===== src/rtl/fetch_ctrl.sv =====
// rtl/fetch_ctrl.sv - byte-serial instruction fetch controller with valid/ready output
//
// Assembles 32-bit little-endian instructions from an 8-bit instruction memory
// read port, one byte per cycle, and presents them with a valid/ready handshake.
//
// Optional build macro: FETCH_TRACE_EN prints "pc: <inst_pc> inst: <inst_data>"
// on every accepted instruction; port behaviour is identical with or without it.
//
// Ports:
//   clk            rising-edge clock
//   rst_n          synchronous active-low reset
//   run            fetch enable; a low level only stops the block after a handshake
//   mem_addr       byte address to the imem read port
//   mem_rdata      imem byte at mem_addr, combinational
//   redirect_valid load a new (word-aligned) pc this cycle
//   redirect_pc    redirect target; low two bits are dropped
//   inst_valid     assembled instruction available (state HOLD)
//   inst_ready     consumer accepts the instruction
//   inst_data      assembled instruction, little-endian
//   inst_pc        byte address of inst_data
//   misalign_err   one-cycle pulse after a redirect with redirect_pc[1:0] != 0
//   busy           high while in state FETCH
//   inst_count     number of accepted instructions, wraps at 16 bits

module fetch_ctrl #(
    parameter int                ADDR_W   = 10,
    parameter logic [ADDR_W-1:0] RESET_PC = '0
) (
    input  logic              clk,
    input  logic              rst_n,
    input  logic              run,
    output logic [ADDR_W-1:0] mem_addr,
    input  logic [7:0]        mem_rdata,
    input  logic              redirect_valid,
    input  logic [ADDR_W-1:0] redirect_pc,
    output logic              inst_valid,
    input  logic              inst_ready,
    output logic [31:0]       inst_data,
    output logic [ADDR_W-1:0] inst_pc,
    output logic              misalign_err,
    output logic              busy,
    output logic [15:0]       inst_count
);

    typedef enum logic [1:0] {
        IDLE  = 2'd0,
        FETCH = 2'd1,
        HOLD  = 2'd2
    } state_t;

    state_t            state_q;
    logic [ADDR_W-1:0] pc_q;
    logic [1:0]        byte_cnt_q;
    logic [31:0]       data_q;
    logic [ADDR_W-1:0] inst_pc_q;
    logic              valid_q;
    logic              busy_q;
    logic              misalign_q;
    logic [15:0]       count_q;

    logic [ADDR_W-1:0] pc_d;
    logic [15:0]       count_d;
    logic [ADDR_W-1:0] redirect_aligned;
    logic              handshake;

    // Natural ADDR_W-bit overflow gives the 0x3FC -> 0x000 wrap.
    assign pc_d             = pc_q + ADDR_W'(4);
    assign count_d          = count_q + 16'd1;
    assign redirect_aligned = {redirect_pc[ADDR_W-1:2], 2'b00};
    assign handshake        = valid_q & inst_ready;

    always_ff @(posedge clk) begin
        if (!rst_n) begin
            state_q    <= IDLE;
            pc_q       <= RESET_PC;
            byte_cnt_q <= 2'd0;
            data_q     <= 32'd0;
            inst_pc_q  <= RESET_PC;
            valid_q    <= 1'b0;
            busy_q     <= 1'b0;
            misalign_q <= 1'b0;
            count_q    <= 16'd0;
        end else begin
            misalign_q <= redirect_valid && (redirect_pc[1:0] != 2'b00);

            // A handshake always counts, even when a redirect wins the pc.
            if (handshake) begin
                count_q <= count_d;
            end

            if (redirect_valid) begin
                pc_q       <= redirect_aligned;
                byte_cnt_q <= 2'd0;
                valid_q    <= 1'b0;
                if (run) begin
                    state_q <= FETCH;
                    busy_q  <= 1'b1;
                end else begin
                    state_q <= IDLE;
                    busy_q  <= 1'b0;
                end
            end else begin
                case (state_q)
                    IDLE: begin
                        if (run) begin
                            state_q    <= FETCH;
                            busy_q     <= 1'b1;
                            byte_cnt_q <= 2'd0;
                        end
                    end
                    FETCH: begin
                        // run is deliberately ignored here: a started fetch always completes.
                        data_q[{byte_cnt_q, 3'b000} +: 8] <= mem_rdata;
                        byte_cnt_q <= byte_cnt_q + 2'd1;
                        if (byte_cnt_q == 2'd3) begin
                            state_q   <= HOLD;
                            busy_q    <= 1'b0;
                            valid_q   <= 1'b1;
                            inst_pc_q <= pc_q;
                        end
                    end
                    HOLD: begin
                        if (inst_ready) begin
                            valid_q    <= 1'b0;
                            pc_q       <= pc_d;
                            byte_cnt_q <= 2'd0;
                            if (run) begin
                                state_q <= FETCH;
                                busy_q  <= 1'b1;
                            end else begin
                                state_q <= IDLE;
                            end
                        end
                    end
                    default: begin
                        state_q <= IDLE;
                        busy_q  <= 1'b0;
                        valid_q <= 1'b0;
                    end
                endcase
            end
        end
    end

`ifdef FETCH_TRACE_EN
    always_ff @(posedge clk) begin
        if (rst_n && handshake) begin
            $display("pc: %08h inst: %08h", 32'(inst_pc_q), data_q);
        end
    end
`else
`endif

    assign mem_addr     = (state_q == FETCH) ? {pc_q[ADDR_W-1:2], byte_cnt_q}
                                             : {pc_q[ADDR_W-1:2], 2'b00};
    assign inst_valid   = valid_q;
    assign inst_data    = data_q;
    assign inst_pc      = inst_pc_q;
    assign misalign_err = misalign_q;
    assign busy         = busy_q;
    assign inst_count   = count_q;

endmodule


===== config.mk =====
export PLATFORM = sky130hd
export DESIGN_NAME = fetch_ctrl
export DESIGN_NICKNAME = d
export VERILOG_FILES = /design/src/rtl/fetch_ctrl.sv
export SDC_FILE = /design/constraint.sdc
export NUM_CORES = 1
export LEC_CHECK = 0
export ABC_AREA = 1
export CAP_MARGIN = 40
export CORE_AREA = 5 5 114 95
export DETAILED_ROUTE_END_ITERATION = 10
export DIE_AREA = 0 0 119 100
export PLACE_DENSITY = 0.7
export SYNTH_ARGS = -nofsm -noshare
export SYNTH_HDL_FRONTEND = slang
export SYNTH_SLANG_ARGS = --single-unit

===== constraint.sdc =====
create_clock -name clk -period 2.1 [get_ports clk]
set_input_delay 0.315 -clock clk [delete_from_list [all_inputs] [get_ports clk]]
set_output_delay 0.315 -clock clk [all_outputs]
set_load 0.02 [all_outputs]

Word-level counts from Yosys, hierarchy flattened
Index checks and enable logic that the tools add are counted.
Widths: inputs -> output; s select.
{"block": "word_totals", "ff_bits": 75, "inputBits": 23}
{"block": "op_classes", "bitwise": 4, "n_addsub": 4, "reduce_logical": 15, "eq_ne": 9, "shift": 2, "mux": 23}
{"cell": "$bwmux 32", "n": 1}
{"cell": "$shift 8x7->32 const A", "n": 1}
{"cell": "$shiftx 8x7->32", "n": 1}
{"cell": "$mux 10", "n": 3}
{"cell": "$add 16x1->16 const B", "n": 1}
{"cell": "$mux 2", "n": 7}
{"cell": "$pmux 2 s3", "n": 2}
{"cell": "$reduce_and 3->1", "n": 4}
{"cell": "$add 10x3->10 const B", "n": 1}
{"cell": "$ne 3x3->1 const B", "n": 3}
{"cell": "$mux 1", "n": 8}
{"cell": "$reduce_and 2->1", "n": 4}
{"cell": "$neg 5->7", "n": 1}
{"cell": "$ne 2x2->1 const B", "n": 3}
{"cell": "$pmux 1 s3", "n": 2}
{"cell": "$reduce_bool 2->1", "n": 3}
{"cell": "$eq 2x2->1 const B", "n": 2}
{"cell": "$not 1->1", "n": 3}
{"cell": "$reduce_bool 3->1", "n": 1}
{"cell": "$add 2x1->2 const B", "n": 1}
{"cell": "$eq 2x1->1 const B", "n": 1}
{"cell": "$logic_not 2->1", "n": 1}
{"cell": "$reduce_or 2->1", "n": 1}
{"cell": "$and 1x1->1", "n": 1}
{"cell": "$logic_and 1x1->1", "n": 1}

Longest topological paths before layout
Gate-level depths: netlist of run 1.
{"block": "logic_depth", "depth_word": 4, "depth_mapped": 9, "depth_no_buf": 9}

Least setup slack after synthesis of run 1
Ideal clock, no wire load.
{"block": "synth_timing", "path_kind": "reg2reg", "from": "register byte_cnt_q[0]", "to": "register data_q[3] (netlist: inst_data[3])", "setup_ns": 0.065, "path_slack_ns": 0.562, "n_path_buf": 0, "t_required_ns": 2.035, "path_stages_with_launch": 8, "t_arrival_ns": 1.473, "cell_sequence": "dfxtp_1 -> inv_1 -> ha_1 -> inv_1 -> nand4_1 -> o21ai_0 -> o21ai_0 -> nor2_1"}
{"block": "synth_via", "elab_chain_cells": 3}
{"item": "from (decl)", "line": "53", "rtl": "logic [1:0] byte_cnt_q;"}
{"item": "from (signal assigned)", "line": "114", "rtl": "byte_cnt_q <= byte_cnt_q + 2'd1;"}
{"item": "$neg 5->7 *", "line": "113", "rtl": "data_q[{byte_cnt_q, 3'b000} +: 8] <= mem_rdata;"}
{"item": "$shiftx 8x7->32 / $shift 8x7->32 (equally long branches)", "line": "113"}
{"item": "$bwmux 32 *", "line": "113"}
{"item": "to (signal, indexed assignment)", "line": "113"}
{"item": "to (decl)", "line": "54", "rtl": "logic [31:0] data_q;"}
Every way passes the cells marked *; elsewhere a longest branch is shown, timed or not.
A chain may end at the register's enable or synchronous reset.

Worst setup path in the final report of run 1
{"block": "layout_timing", "from": "register state_q[1]", "to": "output mem_addr[1]"}
{"block": "layout_via", "elab_chain_cells": 2}
{"item": "from (decl)", "line": "51", "rtl": "state_t state_q;"}
{"item": "from (signal assigned)", "line": "74", "rtl": "state_q <= IDLE;"}
{"item": "from (signal assigned)", "line": "96", "rtl": "state_q <= FETCH;"}
{"item": "from (signal assigned)", "line": "99", "rtl": "state_q <= IDLE;"}
{"item": "$eq 2x1->1", "line": "154", "rtl": "assign mem_addr = (state_q == FETCH) ? {pc_q[ADDR_W-1:2], byte_cnt_q}"}
{"item": "$mux 2", "line": "154"}
{"item": "to (decl)", "line": "32", "rtl": "output logic [ADDR_W-1:0] mem_addr,"}
Every way passes these cells.

==> results of run 1 <==
==> sequential cells by signal, indices dropped and copies added (netlist names) <==
register,flops
pc_q,8
inst_valid,1
state_q,2
misalign_err,1
inst_pc,8
inst_count,16
inst_data,32
byte_cnt_q,2
busy,1
==> stage by stage <==
stage | worst slack (ns) | area [um2]
3_5_place_dp | 0.186 | 4270
5_1_grt | 0.0384 | 4600
6_report | 0.0847 | 4600
4_1_cts | 0.0748 | 4600
3_3_place_gp | 0.243 | 4270
2_1_floorplan | 0.562 | 3260
==> layer usage <==
layer / global-route usage / vias up
met5: 0 / -
met2: 0.238 / 91
li1: - / 1662
met3: 0.0451 / 10
met1: 0.215 / 1475
met4: 0.0552 / 0
==> worst min-delay path, stage by stage (launching register included) <==
cell and delay (ns):
dfxtp_1 0.31, nand2_1 0.06, a21oi_1 0.05
==> layout by cell type, fill, tap and decap left out, types with 4 or more instances in the layout <==
cell type / instances
a21oi_1: 43
nor3_1: 4
clkbuf_16: 9
nor2_1: 72
a22oi_1: 8
ha_1: 8
a31oi_1: 4
nand4_1: 6
o21ai_0: 37
buf_4: 6
dfxtp_1: 71
clkdlybuf4s50_1: 91
inv_1: 49
nand3_1: 37
nand2_1: 77
==> power groups by stage <==
stage               Sequential, mW  Clock, mW  Combinational [mW]
global placement              1.43          0               0.280
global route                  1.40       1.74               0.314
CTS                           1.40       1.68               0.287
finish                        1.40       1.64               0.287
detailed placement            1.43          0               0.286
floorplan                     1.45          0               0.131
==> cell usage after synthesis (all sizes together) (3+ instances only) <==
master,instances,area share
nand4,6,0.012
nor2,77,0.10
ha,8,0.031
nand2,80,0.099
o21ai,37,0.057
nand3,37,0.057
a21oi,43,0.066
buf,8,0.019
inv,50,0.058
nor3,4,0.0062
a31oi,4,0.0077
dfxtp,71,0.44
o21a,3,0.0069
clkbuf,7,0.0081
a22oi,8,0.018
==> final cells by class <==
type | count | area share
Inverter | 50 | 0.0408
Clock buffer | 10 | 0.0520
Multi-Input combinational cell | 316 | 0.339
Tap cell | 119 | 0.0324
Clock inverter | 6 | 0.0182
Timing Repair Buffer | 97 | 0.208
Sequential cell | 71 | 0.309
==> final timing paths <==
kind	startpoint	slack, ns	cells past startpoint	endpoint
setup reg to reg	byte_cnt_q[1]$_SDFFE_PP0P_	0.38	7	inst_data[2]$_SDFFE_PN0P_
hold / removal	inst_data[25]$_SDFFE_PN0P_	0.46	2	inst_data[25]$_SDFFE_PN0P_
hold reg to reg	inst_data[25]$_SDFFE_PN0P_	0.46	2	inst_data[25]$_SDFFE_PN0P_
setup / recovery	state_q[1]$_SDFFE_PN0P_	0.08	4	mem_addr[1]
==> cell families (layout without fill, tap and decap cells) <==
kind of cell / count (synthesis) / after routing / share of synthesized area
xor+xnor: 2 / 2 / 0.00539
simple gates: 206 / 206 / 0.278
buf+inv: 65 / 163 / 0.0850
other cells: 1 / 2 / 0.00115
fa+ha+maj: 8 / 8 / 0.0308
flops: 71 / 71 / 0.437
compound gates: 98 / 98 / 0.163
==> results.sh, run 1 <==
export IMPL_register_area_mm2=0.00142
export IMPL_wl_met3_um=437
export IMPL_avgViaCountPerCell=4.84
export IMPL_syn_area_per_cell_um2=7.21
export IMPL_worstSkewPairLatency_ns=0.33
export IMPL_p_sw_frac=0.229
export IMPL_worstSetupEndpointType="output pin"
export IMPL_fin_util=0.486
export IMPL_io_buffers=91
export IMPL_p_seq_frac=0.421
export IMPL_clockBufferDepth=2
export IMPL_p_comb_frac=0.086
export IMPL_async_flop_share=0
export IMPL_grt_pass1_vias=3197
export IMPL_design_core_area_mm2=0.00945
export IMPL_critPathBufInv=2
export IMPL_clockRootBuffer="clkbuf_16"
export IMPL_crit_fanout=5
export IMPL_min_period_over_period=0.960
export IMPL_track_usage=0.157
export IMPL_clock_skew_final_ns=0.00585
export IMPL_crit_arrival_ns=1.70
export IMPL_hp_class="reg2reg"
export IMPL_ios=94
export IMPL_stdcell_count=669
export IMPL_start_util=0.344
export IMPL_die_w_um=119
export IMPL_max_freq_mhz=496
export IMPL_dpl_cell_count=653
export IMPL_intPower_mw=2.56
export IMPL_dr_pass1_iters=7
export IMPL_slowest_stage="clkdlybuf4s50_1"
export IMPL_synth_ff_type="dfxtp_1"
export IMPL_hold_ws_ns=0.465
export IMPL_p_switching_mw=0.762
export IMPL_place_congestion=0.837
export IMPL_multi_input_area_mm2=0.00156
export IMPL_setup_violations=0
export IMPL_grt_pass1_wl_um=15300
export IMPL_post_cts_buffers=0
export IMPL_post_cts_resized=0
export IMPL_antenna_found_initial=0
export IMPL_ys_seq_area_frac=0.437
export IMPL_fin_nets=576
export IMPL_grt_max_degree=25
export IMPL_max_cap_violations=0
export IMPL_fin_setup_tns_ns=0
export IMPL_synth_cell_types=29
export IMPL_cts_sinks=71
export IMPL_drc=0
export IMPL_syn_inst=451
export IMPL_p_total_mw=3.32
export IMPL_fillers=908
export IMPL_path_class="reg2out"
export IMPL_ys_seq_elements=71
export IMPL_wl_um=9250
export IMPL_drive_above_1_share=0.0564
export IMPL_die_area_mm2=0.0119
export IMPL_rsz0062_at_grt="false"
export IMPL_numCtsBuffers=9
export IMPL_wl_per_cell_um=13.8
export IMPL_drt_initial_drc_count=293
export IMPL_finalCriticalPeriod_ns=2.02
export IMPL_tritoncts="yes"
export IMPL_syn_to_final_growth_pct=41.3
export IMPL_rows=32
export IMPL_wl_met1_um=4560
export IMPL_antenna_left=0
export IMPL_required_ns=1.78
export IMPL_antenna_cells=0
export IMPL_grt_ovfl_total=0
export IMPL_worst_ir_drop_vdd_v=0.000433
export IMPL_path_delay_family="buffers and inverters"
export IMPL_hold_buffers=0
export IMPL_status="finished, final reports clean"
export IMPL_routed_wl_met2_um=4150
export IMPL_cp_cell_sequence="inv_1 > nand2_2 > nor2_1 > clkdlybuf4s50_1"
export IMPL_slew_viol_final=0
export IMPL_p_leak_nw=1.76
export IMPL_p_clk_frac=0.493
export IMPL_syn_area_mm2=0.00325
export IMPL_crit_path_max_incr_delay_ns=0.65
export IMPL_finalHoldViolations=0
export IMPL_path_clk_slew_ns=0.06
export IMPL_synth_edf_count=0
export IMPL_place_detailed_hpwl_um=7010
export IMPL_die_y_um=100
export IMPL_dr_max_layer_used="met4"
export IMPL_vias=3238
export IMPL_cp_start_kind="flop"
export IMPL_cts_max_level=3
export IMPL_powerDensity_mw_per_mm2=723
export IMPL_ys_warn_count=0
Note: power is estimated with default switching activity, not from simulation.
==> inputs of run 2 (changes only) <==
--- a/config.mk
+++ b/config.mk
@@ -7,9 +7,9 @@
 export LEC_CHECK = 0
 export ABC_AREA = 1
 export CAP_MARGIN = 40
-export CORE_AREA = 5 5 114 95
+export CORE_AREA = 2 2 92 111
 export DETAILED_ROUTE_END_ITERATION = 10
-export DIE_AREA = 0 0 119 100
+export DIE_AREA = 0 0 94 113
 export PLACE_DENSITY = 0.7
 export SYNTH_ARGS = -nofsm -noshare
 export SYNTH_HDL_FRONTEND = slang
==> run 2 against run 1 <==
Net effect: sequential cell count unchanged; sequential share of layout area decreased by 0.36 points; critical path depth stayed put; worst hold slack about the same; wire length fell by 7.3%; register-to-register slack better by 0.02 ns; setup slack better by 0.013 ns.
==> results.sh, run 2 (synthesis gave the netlist of run 1 again) <==
export IMPL_status="finished, final reports clean"
export IMPL_rows=39
export IMPL_finalHoldViolations=0
export IMPL_r2r_cells=7
export IMPL_clockBufferDepth=2
export IMPL_syn_to_final_growth_pct=42.9
export IMPL_place_area_mm2=0.00428
export IMPL_grt_ovfl_total=0
export IMPL_reg2reg_from="byte_cnt_q[1]$_SDFFE_PP0P_"
export IMPL_r2r_end="inst_data[5]$_SDFFE_PN0P_"
export IMPL_setup_violations=0
export IMPL_crit_fanout=5
export IMPL_path_class="reg2out"
export IMPL_wl_um=8580
export IMPL_intPower_mw=2.81
export IMPL_antenna_found_initial=0
export IMPL_hp_class="reg2reg"
export IMPL_place_detailed_hpwl_um=6380
export IMPL_rsz0062_at_grt="false"
export IMPL_final_cell_mix="91 x clkdlybuf4s50_1, 77 x nand2_1, 72 x nor2_1"
export IMPL_p_sw_frac=0.209
export IMPL_finalCriticalPeriod_ns=2.00
export IMPL_die_y_um=113
export IMPL_ios=94
export IMPL_min_period_over_period=0.953
export IMPL_crit_arrival_ns=1.69
export IMPL_avgViaCountPerCell=4.78
export IMPL_cts_max_level=3
export IMPL_drc=0
export IMPL_track_usage=0.164
export IMPL_max_freq_mhz=499
export IMPL_final_common_cell="clkdlybuf4s50_1"
export IMPL_worstSkewPairLatency_ns=0.33
export IMPL_drt_initial_drc_count=160
export IMPL_p_total_mw=3.55
export IMPL_final_area_mm2=0.00465
export IMPL_grt_pass1_vias=3036
export IMPL_p_clk_frac=0.525
export IMPL_antenna_left=0
export IMPL_wl_per_cell_um=12.7
export IMPL_required_ns=1.78
export IMPL_post_cts_buffers=0
export IMPL_p_switching_mw=0.742
export IMPL_dr_pass1_iters=5
export IMPL_start_util=0.342
export IMPL_die_area_mm2=0.0106
export IMPL_hold_path_startpoint="inst_data[10]$_SDFFE_PN0P_"
export IMPL_design_core_area_mm2=0.00952
export IMPL_die_w_um=94
export IMPL_powerDensity_mw_per_mm2=764
export IMPL_drive_above_1_share=0.0545
export IMPL_p_comb_frac=0.080
export IMPL_numCtsBuffers=9
export IMPL_fin_nets=576
export IMPL_min_delay_path_depth=2
export IMPL_vias=3219
export IMPL_p_seq_frac=0.395
export IMPL_worst_ir_drop_vdd_v=0.000682
export IMPL_hold_buffers=0
export IMPL_antenna_cells=0
export IMPL_io_buffers=91
export IMPL_max_cap_violations=0
export IMPL_slew_viol_final=0
export IMPL_tritoncts="yes"
export IMPL_min_to="inst_data[10]$_SDFFE_PN0P_"
export IMPL_path_clk_slew_ns=0.05
export IMPL_fin_setup_tns_ns=0
export IMPL_cp_start_kind="flop"
export IMPL_cts_sinks=71
export IMPL_place_congestion=0.861
export IMPL_grt_max_degree=25
export IMPL_clockRootBuffer="clkbuf_16"
export IMPL_largest_register_ffs=32
export IMPL_p_leak_nw=1.78
export IMPL_post_cts_resized=0
export IMPL_grt_pass1_wl_um=14000
export IMPL_rrSetupSlack_ns=0.40
export IMPL_clock_skew_final_ns=0.00672
export IMPL_worstSetupEndpointType="output pin"
==> run 2: cell count changes in the layout (fill, tap and decap cells not counted), sizes merged <==
cell / previous run / this run
clkinv: 4 / 1
bufinv: 2 / 4
clkbuf: 10 / 11
==> run 2: layout make-up <==
| cell class | instances | area [um2] |
|---|---|---|
| Fill cell | 916 | 4870 |
| Multi-Input combinational cell | 316 | 1560 |
| Sequential cell | 71 | 1420 |
| Timing Repair Buffer | 97 | 956 |
| Clock buffer | 11 | 243 |
| Inverter | 50 | 188 |
| Tap cell | 123 | 154 |
| Clock inverter | 5 | 129 |
==> run 2: metrics by stage <==
stage	util	worst slack (ns)	hold WS, ns	cells
2_1_floorplan	-	0.562	0.452	452
3_3_place_gp	0.450	0.262	0.454	657
3_5_place_dp	0.450	0.208	0.459	657
4_1_cts	0.489	0.0894	0.468	673
5_1_grt	0.489	0.00939	0.481	673
6_report	0.489	0.0977	0.465	673
==> run 2: critical path, cell delays in order, from the launching register on <==
cell and delay [ns]:
dfxtp_1 0.33, inv_1 0.15, nand2_2 0.12, nor2_1 0.12, clkdlybuf4s50_1 0.64
==> run 2: metal layers <==
metal | track usage | wire [um]
met1 | 0.212 | 3900
met3 | 0.0346 | 436
met4 | 0.0618 | 114
met2 | 0.270 | 4130
met5 | 0 | 0
==> run 2: worst max-delay path by stage <==
stage / start / to / slack [ns] / cells past startpoint
6_report: state_q[1]$_SDFFE_PN0P_ / mem_addr[1] / 0.1 / 4
5_1_grt: state_q[0]$_SDFFE_PN0P_ / mem_addr[1] / 0.009 / 3
4_1_cts: state_q[0]$_SDFFE_PN0P_ / mem_addr[1] / 0.09 / 3
3_5_place_dp: inst_ready / inst_count[13]$_SDFFE_PN0P_ / 0.21 / 8
3_3_place_gp: inst_ready / inst_count[13]$_SDFFE_PN0P_ / 0.26 / 8
2_1_floorplan: byte_cnt_q[0]$_SDFFE_PP0P_ / inst_data[3]$_SDFFE_PN0P_ / 0.56 / 7
==> run 2: power by group through the flow <==
stage | Clock, mW | Combinational [mW] | Sequential [mW]
6_report | 1.87 | 0.284 | 1.40
4_1_cts | 1.91 | 0.285 | 1.40
2_1_floorplan | 0 | 0.131 | 1.45
3_3_place_gp | 0 | 0.281 | 1.43
5_1_grt | 1.97 | 0.311 | 1.40
3_5_place_dp | 0 | 0.282 | 1.43
==> inputs of run 3 (changes only) <==
--- a/config.mk
+++ b/config.mk
@@ -6,8 +6,8 @@
 export NUM_CORES = 1
 export LEC_CHECK = 0
 export ABC_AREA = 1
-export CAP_MARGIN = 40
 export CORE_AREA = 2 2 92 111
+export CTS_BUF_LIST = sky130_fd_sc_hd__clkbuf_8
 export DETAILED_ROUTE_END_ITERATION = 10
 export DIE_AREA = 0 0 94 113
 export PLACE_DENSITY = 0.7
==> run 3 against run 2 <==
Net effect: sequential power barely moved; setup slack better by 0.0039 ns; sequential share of layout area is 0.66 points higher; die area unchanged; via count about the same; largest cell class unchanged; critical path type unchanged; worst hold slack improved by 0.0019 ns; first-iteration DRC count is 16% lower.
==> results.sh, run 3 (synthesis gave the netlist of run 1 again) <==
export IMPL_cts_max_level=3
export IMPL_reg2reg_from="byte_cnt_q[1]$_SDFFE_PP0P_"
export IMPL_min_period_over_period=0.952
export IMPL_hold_ws_ns=0.467
export IMPL_drc=0
export IMPL_worstSkewPairLatency_ns=0.34
export IMPL_path_clk_slew_ns=0.07
export IMPL_tritoncts="yes"
export IMPL_wl_met1_um=3870
export IMPL_vias=3217
export IMPL_crit_fanout=5
export IMPL_finalHoldViolations=0
export IMPL_die_area_mm2=0.0106
export IMPL_syn_to_final_growth_pct=39.9
export IMPL_drt_initial_drc_count=134
export IMPL_dr_pass1_iters=4
export IMPL_design_core_area_mm2=0.00952
export IMPL_wl_met3_um=471
export IMPL_antenna_found_initial=0
export IMPL_place_detailed_hpwl_um=6380
export IMPL_grt_pass1_wl_um=13800
export IMPL_cts_sinks=71
export IMPL_p_leak_nw=1.76
export IMPL_dr_max_layer_used="met4"
export IMPL_hold_path_startpoint="inst_data[10]$_SDFFE_PN0P_"
export IMPL_slew_viol_final=0
export IMPL_clockBufferDepth=2
export IMPL_hp_class="reg2reg"
export IMPL_die_y_um=113
export IMPL_numCtsBuffers=9
export IMPL_wl_per_cell_um=12.7
export IMPL_rows=39
export IMPL_fin_setup_tns_ns=0
export IMPL_clockRootBuffer="clkbuf_8"
export IMPL_post_cts_resized=0
export IMPL_crit_arrival_ns=1.68
export IMPL_cp_start_kind="flop"
export IMPL_track_usage=0.161
export IMPL_start_util=0.342
export IMPL_fin_nets=576
export IMPL_max_cap_violations=0
export IMPL_antenna_left=0
export IMPL_path_class="reg2out"
export IMPL_antenna_cells=0
export IMPL_required_ns=1.78
export IMPL_final_common_cell="clkdlybuf4s50_1"
export IMPL_final_cell_mix="90 x clkdlybuf4s50_1, 77 x nand2_1, 72 x nor2_1"
export IMPL_worstSetupStartpoint="state_q[1]$_SDFFE_PN0P_"
export IMPL_hold_buffers=0
export IMPL_clock_skew_final_ns=0.0109
export IMPL_finalCriticalPeriod_ns=2.00
export IMPL_drive_above_1_share=0.0545
export IMPL_setup_violations=0
export IMPL_rsz0062_at_grt="false"
export IMPL_worstSetupEndpointType="output pin"
export IMPL_grt_ovfl_total=0
export IMPL_routed_wl_met2_um=4120
export IMPL_grt_pass1_vias=3020
export IMPL_post_cts_buffers=0
export IMPL_die_w_um=94
export IMPL_grt_max_degree=25
export IMPL_powerDensity_mw_per_mm2=689
export IMPL_ios=94
export IMPL_place_congestion=0.861
export IMPL_worst_ir_drop_vdd_v=0.000471
export IMPL_io_buffers=91
export IMPL_max_freq_mhz=500
export IMPL_wl_um=8530
export IMPL_status="finished, final reports clean"
export IMPL_avgViaCountPerCell=4.78
export IMPL_largest_register_ffs=32
run 3: changes by cell type in the layout (fill, tap and decap cells not counted), sizes merged:
cell / before / now
inv: 50 / 51
dlymetal6s2s: 0 / 1
clkbuf: 11 / 10
clkdlybuf4s50: 91 / 90
run 3: power by group:
group          switching [mW]  leakage, nW  total (mW)  internal, mW
Clock                   0.514        0.138        1.45         0.940
Sequential             0.0278        0.575        1.40          1.37
Combinational           0.162         1.04       0.284         0.122
Total                   0.704         1.76        3.14          2.43
run 3: path summary, 6_finish.rpt:
| check | to | slack, ns | depth (start not counted) |
|---|---|---|---|
| setup / recovery | mem_addr[0] | 0.10 | 4 |
| hold / removal | inst_data[10]$_SDFFE_PN0P_ | 0.47 | 2 |
| setup reg to reg | inst_data[5]$_SDFFE_PN0P_ | 0.40 | 7 |
| hold reg to reg | inst_data[10]$_SDFFE_PN0P_ | 0.47 | 2 |
run 3: metal layers:
metal | up-vias | track usage
met4 | 0 | 0.0531
li1 | 1660 | -
met1 | 1451 | 0.212
met2 | 99 | 0.266
met5 | - | 0
met3 | 7 | 0.0306
run 3: worst max-delay path, cell delays in order, from the launching register on:
cell	delay, ns
dfxtp_1	0.34
inv_1	0.15
nand2_2	0.12
nor2_1	0.11
clkdlybuf4s50_1	0.63
run 3: through the flow:
step	total power [mW]	std cells	utilization	instance area, um2	worst slack [ns]
2_1_floorplan	1.58	452	-	3260	0.562
5_1_grt	3.25	673	0.478	4550	0.0161
3_5_place_dp	1.71	657	0.450	4280	0.208
6_report	3.14	673	0.478	4550	0.102
4_1_cts	3.17	673	0.478	4550	0.0644
3_3_place_gp	1.71	657	0.450	4280	0.262
run 3: cell type report:
cell class                      count  area (um2)
Tap cell                          123         154
Clock buffer                       10         138
Inverter                           50         188
Sequential cell                    71        1420
Timing Repair Buffer               97         958
Fill cell                         929        4960
Clock inverter                      6         133
Multi-Input combinational cell    316        1560
